$ cat src/rtl/alu_issue_stage.sv
// Two-register issue/result wrapper around an external combinational ALU.
// S0 holds the decoded op driving the ALU; S1 captures the ALU output with status flags.
module alu_issue_stage #(
    parameter int DW  = 32,
    parameter int OPW = 4
) (
    input  logic          clk,
    input  logic          rst,
    input  logic          in_valid,
    output logic          in_ready,
    input  logic [OPW-1:0] in_op,
    input  logic [DW-1:0] in_src1,
    input  logic [DW-1:0] in_src2,
    output logic [14:0]   alu_control,
    output logic [DW-1:0] alu_src1,
    output logic [DW-1:0] alu_src2,
    input  logic [DW-1:0] alu_result_i,
    input  logic [DW-1:0] div_odd_i,
    output logic          out_valid,
    input  logic          out_ready,
    output logic [DW-1:0] out_result,
    output logic [DW-1:0] out_rem,
    output logic          out_divz,
    output logic          out_illegal
);

    localparam logic [OPW-1:0] OP_DIV     = OPW'(3);
    localparam logic [OPW-1:0] OP_ILL_MIN = OPW'(14);

    logic           vld_p0;
    logic           vld_p1;
    logic [OPW-1:0] op_p0;
    logic           adv_p1;
    logic           accept;
    logic           divz_p0;
    logic           illegal_p0;

    // Opcodes 14 and above have no ALU function and decode to an all-zero control word.
    function automatic logic [14:0] decode_op(input logic [OPW-1:0] op);
        decode_op = '0;
        if (op < OP_ILL_MIN)
            decode_op = 15'(1) << op;
    endfunction

    assign adv_p1     = vld_p0 & (~vld_p1 | out_ready);
    assign in_ready   = ~vld_p0 | adv_p1;
    assign accept     = in_valid & in_ready;
    assign divz_p0    = (op_p0 == OP_DIV) && (alu_src2 == '0);
    assign illegal_p0 = (op_p0 >= OP_ILL_MIN);
    assign out_valid  = vld_p1;

    // ---- stage p0: issue registers feeding the ALU ----
    always_ff @(posedge clk or posedge rst) begin
        if (rst) begin
            vld_p0      <= 1'b0;
            op_p0       <= '0;
            alu_control <= '0;
            alu_src1    <= '0;
            alu_src2    <= '0;
        end else if (accept) begin
            vld_p0      <= 1'b1;
            op_p0       <= in_op;
            alu_control <= decode_op(in_op);
            alu_src1    <= in_src1;
            alu_src2    <= in_src2;
        end else if (adv_p1) begin
            vld_p0      <= 1'b0;
            alu_control <= '0;
        end
    end

    // ---- stage p1: result registers offered downstream ----
    always_ff @(posedge clk or posedge rst) begin
        if (rst) begin
            vld_p1      <= 1'b0;
            out_result  <= '0;
            out_rem     <= '0;
            out_divz    <= 1'b0;
            out_illegal <= 1'b0;
        end else if (adv_p1) begin
            vld_p1      <= 1'b1;
            out_divz    <= divz_p0;
            out_illegal <= illegal_p0;
            if (illegal_p0) begin
                out_result <= '0;
                out_rem    <= '0;
            end else if (divz_p0) begin
                out_result <= '1;
                out_rem    <= alu_src1;
            end else begin
                out_result <= alu_result_i;
                out_rem    <= div_odd_i;
            end
        end else if (out_ready) begin
            vld_p1 <= 1'b0;
        end
    end

endmodule

$ cat config.mk
export PLATFORM = sky130hd
export DESIGN_NAME = alu_issue_stage
export DESIGN_NICKNAME = d
export VERILOG_FILES = /design/src/rtl/alu_issue_stage.sv
export SDC_FILE = /design/constraint.sdc
export NUM_CORES = 1
export LEC_CHECK = 0
export CAP_MARGIN = 30
export CORE_ASPECT_RATIO = 0.75
export CORE_MARGIN = 10
export CORE_UTILIZATION = 35
export DETAILED_ROUTE_END_ITERATION = 16
export DONT_BUFFER_PORTS = 1
export SLEW_MARGIN = 20
export SYNTH_ARGS = -nofsm -noshare
export SYNTH_HDL_FRONTEND = slang
export SYNTH_SLANG_ARGS = --single-unit
export TNS_END_PERCENT = 100
$ cat constraint.sdc
create_clock -name clk -period 5.41 [get_ports clk]
set_clock_uncertainty 0.05 [all_clocks]
set_input_delay 0.541 -clock clk [delete_from_list [all_inputs] [get_ports clk]]
set_output_delay 0.541 -clock clk [all_outputs]
set_load 0.05 [all_outputs]
Word level (Yosys, flattened, before mapping)

Cells that the tools add are included.

Magnitude comparators: 2
Reduce and logical (&&, ||, !) cells: 4
Multiplexer cells: 11
Bitwise logic cells: 6
Shift operators: 1
Equal/unequal tests: 1

Operators by type and width:

| cell                                                                  | number |
|---|---|
| 32-bit two-way mux                                                    | 4 |
| 15-bit two-way mux                                                    | 3 |
| 32-bit zero test                                                      | 1 |
| 1-bit by 4-bit << shifter with 15-bit output, first input constant    | 1 |
| 4-bit by 2-bit equality test with 1-bit output, second input constant | 1 |
| 4-bit >= comparator, second input constant                            | 1 |
| 4-bit < comparator, second input constant                             | 1 |
| 1-bit two-way mux                                                     | 4 |
| 2-bit nonzero test                                                    | 2 |
| 1-bit bitwise AND                                                     | 2 |
| 1-bit NOT                                                             | 2 |
| 1-bit bitwise OR                                                      | 2 |
| 1-bit logical AND                                                     | 1 |

Flip-flop bits (word level): 151
Input bits: 136
Output and inout bits: 147
Word-level logic and storage cells: 35

Logic depth before layout (Yosys ltp)

Gate-level depths: netlist of run 1.

Word-level depth: 6
Gate-level depth with buffers: 7
Gate-level depth less buffers: 4

Least setup slack after synthesis of run 1

Ideal clock, no wire load.

Path type: register to register
Start: register vld_p1 (netlist: out_valid)
End: register alu_src2[31]
Library setup time: 0.125 ns
Setup slack: 3.044 ns
Clock period less this slack: 2.366 ns
Arrival time: 2.192 ns
Stages on the path, launching flop included: 5
Buffers on the path: 1
Data required time: 5.235 ns
Cells stage by stage: dfrtp_1 -> nand3b_1 -> nand2_1 -> buf_2 -> mux2_2

Cells in the longest elaborated chain, start to end: 5

RTL lines:

| what                   | RTL line | source |
|---|---|---|
| from (decl)            | 31       | `logic vld_p1;` |
| from (signal assigned) | 75       | `vld_p1 <= 1'b0;` |
| from (signal assigned) | 81       | `vld_p1 <= 1'b1;` |
| from (signal assigned) | 95       | `vld_p1 <= 1'b0;` |
| 1-bit NOT              | 45       | `assign adv_p1 = vld_p0 & (~vld_p1 \| out_ready);` |
| 1-bit bitwise OR       | 45       |  |
| 1-bit bitwise AND      | 45       |  |
| 1-bit bitwise OR       | 46       | `assign in_ready = ~vld_p0 \| adv_p1;` |
| via in_ready           | 10       | `output logic in_ready,` |
| 1-bit bitwise AND      | 47       | `assign accept = in_valid & in_ready;` |
| to (signal assigned)   | 65       | `alu_src2 <= in_src2;` |
| to (decl)              | 16       | `output logic [DW-1:0] alu_src2,` |

The timed path passes the listed nets, and every way through them passes these cells.
A chain may end at the register's enable or synchronous reset.

Final worst setup path of run 1

Start: register vld_p1 (netlist: out_valid)
End: register alu_src2[11]

Same word-level chain as after synthesis.

==> impl_metrics.toml, run 1 <==
[outcome]
status = "complete, no violations"

[final_layout]
n_fill_cell = 1787
drive_gt1_share_pct = 17.1
final_common_cell = "dfrtp_1"
area_growth_syn_to_layout_pct = 11.7
diodes = 0
fin_util_pct = 40.4
final_nets = 680
layout_common_cells = "dfrtp_1 (151), nand4_1 (34), inv_1 (34), mux2_2 (34)"

[place]
place_congestion = 0.800
dpl.hpwl_mm = 16.2
port_buffers = 0

[routing]
drcViolationCount = 0
wl_per_cell_um = 27.2
drtPass1Iterations = 5
final_antenna_net_count = 0
drt-total-wl_mm = 21.9
viasPerCell = 6.07
drtIter0Drc = 343
via_count = 4880

[timing]
setup_viol = 0
max_freq_mhz = 320
period_share_pct = 57.7
tightest_slew_ps = 816
slew_viol_final = 0
final_hold_viol_count = 0
setup_tns_ps = 0
min_period_ps = 3120
holdWs_ps = 182
grt_setup_unrepaired = "false"
relSlewSlack_pct = 45.4

[synthesis]
ys_warn_count = 0
ys_async_sr_fraction_pct = 100
postSynthAreaPerCell_sq_um = 11.9
synth-seq-cells = 151
synth.cell_area_sq_mm = 0.00677
yosysUniqueCellTypes = 36
synthCells = 570
synth_edf_count = 0
yosysSeqAreaShare_pct = 55.9
ys.flop_type = "dfrtp_1"
syn-num-nets = 706

[critical_path]
cp.arrival_ps = 3380
cp-start-kind = "register"
slowest_stage = "nand3b_1"
path_buf_inv = 2
slowest_delay_ps = 720
end_kind = "register"
critical_path_class = "register to register"
path_cells = "nand3b_1 > nand2_2 > buf_12 > buf_4 > mux2_2"
worstPathMaxFanout = 32
crit_family = "simple AND/OR/NAND/NOR gates"
r2r_slack_ps = 2290
required_ps = 5670

[clock_tree]
root_buffer = "clkbuf_16"
clk_pin_slew_ps = 70
post_cts_buffers = 0
htreeDepth = 4
cts.sinks = 151
cts_tree = "done"
clkLatencyLatePin_ps = 430
cts.path.max_buffers = 2
cts_buffers = 17

[die]
io_pins = 283
start_util_pct = 36.1
core-area_sq_mm = 0.0187
design.die.area_sq_mm = 0.0253
rows = 43
fp.dieH_um = 140
die_x_um = 181

[job]
max-cap-violations = 0

[grt]
grt_max_degree = 104
grtUsageTotal_pct = 16.7
grt_pass1_vias = 4939
grt_overflow = 0
antenna_found_initial = 3
grt_pass1_wl_mm = 33.3

[power]
p_leak_nw = 3.08
ir_worst_vdd_mv = 0.168
powerDensity_mw_per_mm2 = 478

[worst_hold_path]
holdCritPathClass = "primary input to register"
## cells by family after synthesis
family	after synthesis	synth area share, %
multiplexers	66	11.0
buffers and inverters	97	6.21
flip-flops	151	55.9
AO/OA/AOI/OAI	115	14.2
AND/OR/NAND/NOR	141	12.8
## state kept, by name (all words and copies together) (netlist names)
register	cells
alu_src1	32
alu_src2	32
out_rem	32
out_result	32
alu_control	15
op_p0	4
out_divz	1
out_illegal	1
out_valid	1
vld_p0	1
## synthesized netlist by cell type, types with 2 or more instances
master / instances / area (sq um)
a32oi_1: 32 / 280
nor4_1: 33 / 206
buf_1: 3 / 11.3
buf_2: 14 / 70.1
dfrtp_1: 151 / 3780
and3_1: 2 / 12.5
nand2_1: 18 / 67.6
clkbuf_1: 38 / 143
a32o_1: 4 / 40.0
mux2_1: 32 / 360
and2_1: 2 / 12.5
nor4_2: 6 / 75.1
inv_1: 35 / 131
nand3_1: 33 / 165
nand2b_1: 2 / 12.5
mux2_2: 34 / 383
o211ai_1: 32 / 240
a221o_1: 32 / 320
nand4b_1: 2 / 17.5
buf_6: 5 / 56.3
o21ai_0: 12 / 60.1
nand4_1: 34 / 213
## routing by layer
| metal | track usage [%] | vias to the layer above | routed length (um) |
|---|---|---|---|
| li1 | - | 2154 | - |
| met1 | 21.1 | 2404 | 9180 |
| met2 | 24.4 | 293 | 9590 |
| met3 | 9.01 | 23 | 2810 |
| met4 | 4.26 | 6 | 252 |
| met5 | 0 | - | 39 |
## through the flow
| step | total power [mW] | setup WS (ps) | cells | cell area, sq um |
|---|---|---|---|---|
| 6_report | 3.62 | 2290 | 804 | 7560 |
| 3_5_place_dp | 2.46 | 1910 | 768 | 6910 |
| 5_1_grt | 3.77 | 2150 | 804 | 7560 |
| 3_3_place_gp | 2.44 | 2010 | 766 | 6880 |
| 4_1_cts | 3.66 | 1920 | 800 | 7490 |
| 2_1_floorplan | 2.32 | 754 | 570 | 6770 |
## worst paths after layout
path | cells after the start | endpoint | startpoint
worst min register to register | 2 | op_p0[0] | op_p0[0]
max in group asynchronous | 4 | out_result[23] | rst
worst max-delay path | 5 | alu_src2[11] | out_valid
min in group asynchronous | 2 | alu_src1[30] | rst
worst max register to register | 5 | alu_src2[11] | out_valid
worst min-delay path | 1 | vld_p0 | in_valid
## timing repair
| action | in CTS | in global routing |
|---|---|---|
| hold buffers | 0 | 1 |
| hold endpoints to repair | 0 | 20 |
| gates resized for setup | 0 | 0 |
## worst register-to-register path: cells and delay by family, from the launching register on
| kind | cells | cell delay [ps] |
|---|---|---|
| simple gates | 2 | 1240 |
| flops | 1 | 660 |
| buf+inv | 2 | 670 |
| mux | 1 | 400 |
## cell type report
class,count,area (sq um),area share (%)
Sequential cell,151,3780,50.0
Multi-Input combinational cell,322,2570,34.1
Timing Repair Buffer,16,170,2.25
Clock buffer,17,425,5.63
Inverter,36,140,1.85
Tap cell,247,309,4.09
Clock inverter,15,160,2.12
## where the power goes
part / internal, mW / switching [mW]
registers: 1.29 / 0.783
logic: 0.171 / 0.193
clock network: 0.655 / 0.527
(Power assumes the default switching activity.)
==> run 2: changes to the inputs <==
ABC_AREA = 1   (was unset)
clock period = 3 ns   (was 5.41 ns; I/O delays follow)
==> impl_metrics.toml, run 2 <==
[outcome]
status = "complete, no violations"

[synthesis]
yosys-top-cells-area = "dfrtp_1 (55%), nand2_1 (15%), nand3_1 (5.7%), o21ai_1 (5.5%), o21bai_2 (4.9%)"
synthTopCellsByCount = "nand2_1 (273), dfrtp_1 (151), nand3_1 (78), o21ai_1 (75), inv_1 (60)"
synth.largest_area_cell = "dfrtp_1"
synth-seq-cells = 151
synthCells = 768
ys_warn_count = 0
yosysSeqAreaShare_pct = 55.1
synth_compound_area_share_pct = 11.7
ys_async_sr_fraction_pct = 100
postSynthAreaPerCell_sq_um = 8.93
synth_xor_area_share_pct = 0
yosysMostFrequentCell = "nand2_1"
yosysTopAreaCellShare_pct = 55.1
synthAdderAreaFrac_pct = 0
synth_top_family_by_area = "simple AND/OR/NAND/NOR gates"
yosysUniqueCellTypes = 29
synthSimpleGateAreaFrac_pct = 24.1
synth.cell_area_sq_mm = 0.00686
synth_edf_count = 0
syn-num-nets = 904
ys.flop_type = "dfrtp_1"
yosys-mux-area-fraction_pct = 0

[die]
core-area_sq_mm = 0.0193
rows = 44
fp.dieH_um = 141
io_pins = 283
design.die.area_sq_mm = 0.0257
die_x_um = 182
start_util_pct = 35.5

[worst_hold_path]
holdPathStages = 2
hp-start = "in_op[0]"
min_to = "alu_control[7]"
holdCritPathClass = "primary input to register"

[place]
pre_cts_ws_ps = 744
place_congestion = 0.778
port_buffers = 0
placedCellCount = 986
dpl.hpwl_mm = 15.0
dpl_cell_area_sq_mm = 0.00691

[critical_path]
end_kind = "register"
critical_path_class = "register to register"
r2r-end = "out_rem[7]"
worstPathMaxFanout = 32
r2r_slack_ps = 750
cp-start-kind = "register"
required_ps = 3250
cp.arrival_ps = 2510
reg2reg_from = "alu_src2[22]"
r2r_cells = 8

[grt]
antenna_found_initial = 6
grt_pass1_vias = 5729
grt_overflow = 0
grt_max_degree = 113
grt_pass1_wl_mm = 34.3
grtUsageTotal_pct = 16.8

[timing]
final_hold_viol_count = 0
slew_viol_final = 0
max_freq_mhz = 443
setup_tns_ps = 0
setup_viol = 0
period_share_pct = 75.2
relSlewSlack_pct = 57.0
fin_ws_ps = 745
tightest_slew_ps = 644
grt_setup_unrepaired = "false"
min_period_ps = 2250

[routing]
via_count = 5538
met3_length_mm = 2.75
final_antenna_net_count = 0
drt-total-wl_mm = 22.0
top_layer = "met5"
met2_length_mm = 10.1
drtPass1Iterations = 5
viasPerCell = 4.94
wl_met1_mm = 8.85
wl_per_cell_um = 19.6
drtIter0Drc = 375
drcViolationCount = 0

[final_layout]
fin_util_pct = 44.1
stdcell_count = 1121
multi_input_area_sq_mm = 0.00246
final_nets = 987
drive_gt1_share_pct = 10.6
stdcell_area_sq_mm = 0.00853
n_fill_cell = 1820
final_common_cell = "nand2_1"
layout_common_cells = "nand2_1 (273), dfrtp_1 (151), dlygate4sd3_1 (99)"
area_growth_syn_to_layout_pct = 24.3
seq_area_sq_mm = 0.00378

[job]
max-cap-violations = 0

[clock_tree]
cts.sinks = 151
cts.path.max_buffers = 2
cts_tree = "done"
clk_pin_slew_ps = 70
cts_buffers = 17
clkLatencyLatePin_ps = 420
root_buffer = "clkbuf_16"
htreeDepth = 4
cts_resized = 0

[power]
p_leak_nw = 4.11
powerDensity_mw_per_mm2 = 760
ir_worst_vdd_mv = 0.407
-- run 2: changes by cell type after synthesis, moves of 33 or more --
cell     delta
nand4_1    -33
o21ai_1    +74
mux2_2     -34
nand3_1    +45
nor4_1     -33
nand2_1   +255
-- run 2: final cells by class --
class / count / area share (%)
tap: 253 / 3.71
antenna: 4 / 0.117
clock buffer: 19 / 5.20
sequential: 151 / 44.3
multi-input combinational: 505 / 28.8
timing repair buffer: 110 / 12.9
clock inverter: 13 / 1.98
inverter: 66 / 2.96
-- run 2: cells by family (layout without fill, tap and decap cells) --
family	after synthesis	in the layout
buffers and inverters	112	208
AND/OR/NAND/NOR	387	387
other	0	4
AO/OA/AOI/OAI	118	118
flip-flops	151	151
-- run 2: per-layer routing --
| metal | GRT usage (%) | vias to the layer above |
|---|---|---|
| li1 | - | 2612 |
| met5 | 0 | - |
| met4 | 4.83 | 6 |
| met2 | 26.1 | 273 |
| met3 | 8.67 | 29 |
| met1 | 20.0 | 2618 |
-- run 2: power breakdown --
part | total, mW | leakage (nW) | switching [mW] | internal [mW]
Clock | 2.23 | 0.287 | 0.889 | 1.34
Sequential | 3.56 | 1.88 | 1.26 | 2.30
Combinational | 0.692 | 1.95 | 0.410 | 0.282
Total | 6.48 | 4.11 | 2.56 | 3.92
-- run 2: through the flow --
stage          hold slack (ps)  power [mW]
2_1_floorplan              360        3.97
3_3_place_gp               351        4.18
3_5_place_dp               348        4.19
4_1_cts                   3.21        6.56
5_1_grt                   7.27        6.79
6_report                  28.4        6.48
-- run 2: timing repair --
| item | 4_1_cts | 5_1_grt |
|---|---|---|
| hold endpoints to repair | 255 | 0 |
| buffers inserted | 0 | 0 |
| hold buffers | 99 | 0 |
-- run 2: worst max-delay path, stage by stage (launching register included) --
cell     delay (ps)
dfrtp_1         580
nor2_1          180
nand2_1          90
nor2_2          150
nand2_4         170
inv_2           530
nand3_1         180
nand3_1         120
nand2_1          60
-- run 2: worst max-delay path by stage --
stage,startpoint,endpoint,slack (ps),depth (start not counted)
2_1_floorplan,rst,alu_control[0],750,1
5_1_grt,alu_src2[22],out_rem[7],550,8
3_3_place_gp,alu_src2[22],out_rem[17],770,8
6_report,alu_src2[22],out_rem[7],750,8
4_1_cts,alu_src2[22],out_rem[25],730,8
3_5_place_dp,alu_src2[22],out_rem[25],740,8
==> run 3: changes to the inputs <==
clock period = 2.2 ns   (was 3 ns; I/O delays follow)
==> impl_metrics.toml, run 3 (same netlist as run 2, synthesis figures left out) <==
[critical_path]
reg2reg_from = "alu_src2[20]"
worstPathMaxFanout = 45
slowest_stage = "dlygate4sd3_1"
path_buf_inv = 4
slowest_delay_ps = 540
path_cells = "dlygate4sd3_1 > inv_1 > nand3_2 > nand2_4 > clkinv_2 > buf_12 > nand2_1 > o21ai_1"
required_ps = 2440
critical_path_class = "primary input to register"
crit_family = "buffers and inverters"
r2r_cells = 8
r2r_slack_ps = 430
end_kind = "register"
cp-start-kind = "primary input"
r2r-end = "out_rem[1]"
cp.arrival_ps = 2040

[routing]
wl_met1_mm = 9.35
drtIter0Drc = 333
met2_length_mm = 10.5
drcViolationCount = 0
final_antenna_net_count = 0
drt-total-wl_mm = 23.0
viasPerCell = 4.89
top_layer = "met4"
via_count = 5823
wl_per_cell_um = 19.3
met3_length_mm = 2.69
drtPass1Iterations = 6

[clock_tree]
cts_resized = 0
post_cts_buffers = 0
clkLatencyLatePin_ps = 420
cts.sinks = 151
htreeDepth = 4
cts_tree = "done"
cts_hold_buf = 135
cts.path.max_buffers = 2
cts_buffers = 17
root_buffer = "clkbuf_16"
clk_pin_slew_ps = 70

[die]
rows = 44
io_pins = 283
design.die.area_sq_mm = 0.0257
core-area_sq_mm = 0.0193
fp.dieH_um = 141
start_util_pct = 35.5
die_x_um = 182

[grt]
grtUsageTotal_pct = 17.5
grt_pass1_wl_mm = 35.8
antenna_found_initial = 2
grt_overflow = 0
grt_max_degree = 93
grt_pass1_vias = 6031

[timing]
grt_setup_unrepaired = "false"
fin_ws_ps = 398
relSlewSlack_pct = 52.7
slew_viol_final = 0
max_freq_mhz = 555
final_hold_viol_count = 0
min_period_ps = 1800
period_share_pct = 81.9
setup_viol = 0
tightest_slew_ps = 710
setup_tns_ps = 0
holdWs_ps = 37.5

[job]
max-cap-violations = 0

[worst_hold_path]
hp-start = "in_op[2]"
holdPathStages = 4
min_to = "alu_control[4]"
holdCritPathClass = "primary input to register"

[final_layout]
final_nets = 1060
layout_common_cells = "nand2_1 (273), dfrtp_1 (151), dlygate4sd3_1 (135)"
final_common_cell = "nand2_1"
drive_gt1_share_pct = 13.7
stdcell_count = 1191
fin_util_pct = 47.6
stdcell_area_sq_mm = 0.00919
area_growth_syn_to_layout_pct = 34.0

[place]
place_congestion = 0.807
pre_cts_ws_ps = 415
dpl.hpwl_mm = 15.6
dpl_cell_area_sq_mm = 0.00722
port_buffers = 0
placedCellCount = 1023

[power]
p_leak_nw = 4.45
powerDensity_mw_per_mm2 = 993
ir_worst_vdd_mv = 0.465
total_power_mw = 9.13

[outcome]
status = "complete, no violations"
==> run 3: cell types whose count changed in the layout (fill, tap and decap cells not counted), sizes merged <==
cell         delta
clkbuf          -1
clkinvlp        +1
clkinv          -2
buf            +37
dlygate4sd3    +36
diode           -2
bufinv          +1
==> run 3: area by class of cell <==
| class | count | area, sq um |
|---|---|---|
| clock buffers | 18 | 429 |
| clock inverters | 13 | 193 |
| inverters | 66 | 253 |
| fillers | 1746 | 10100 |
| flip-flops and latches | 151 | 3780 |
| well taps | 253 | 317 |
| diodes | 2 | 5.00 |
| repair buffers | 183 | 1760 |
| multi-input cells | 505 | 2460 |
==> run 3: power breakdown <==
part           switching [mW]  internal, mW  total, mW  leakage, nW
clock network            1.21          1.91       3.12        0.286
logic                   0.948         0.539       1.49         2.29
registers                1.39          3.14       4.53         1.88
==> run 3: worst max-delay path by stage <==
stage                     depth (start not counted)    startpoint  slack, ps              to
after floorplan                                   1           rst         30  alu_control[0]
after global placement                            6     out_valid        410    alu_src2[21]
after detailed placement                          6     out_valid        420    alu_src2[21]
after CTS                                         8     out_ready        370    alu_src2[21]
after global routing                              8  alu_src2[13]        280     out_rem[31]
final                                             8     out_ready        400    alu_src2[21]
==> run 3: worst register-to-register path, cell delays in order, from the launching register on <==
cell,delay [ps]
dfrtp_1,390
nor2_1,110
nand2_1,100
nor2_4,140
nand2_2,110
nor2_8,390
nand3_1,180
nand3_1,120
nand2_1,60
==> run 3: layer usage <==
metal	GRT usage [%]	vias up
li1	-	2765
met4	5.68	0
met3	7.47	27
met2	26.6	304
met1	21.8	2727
met5	0	-
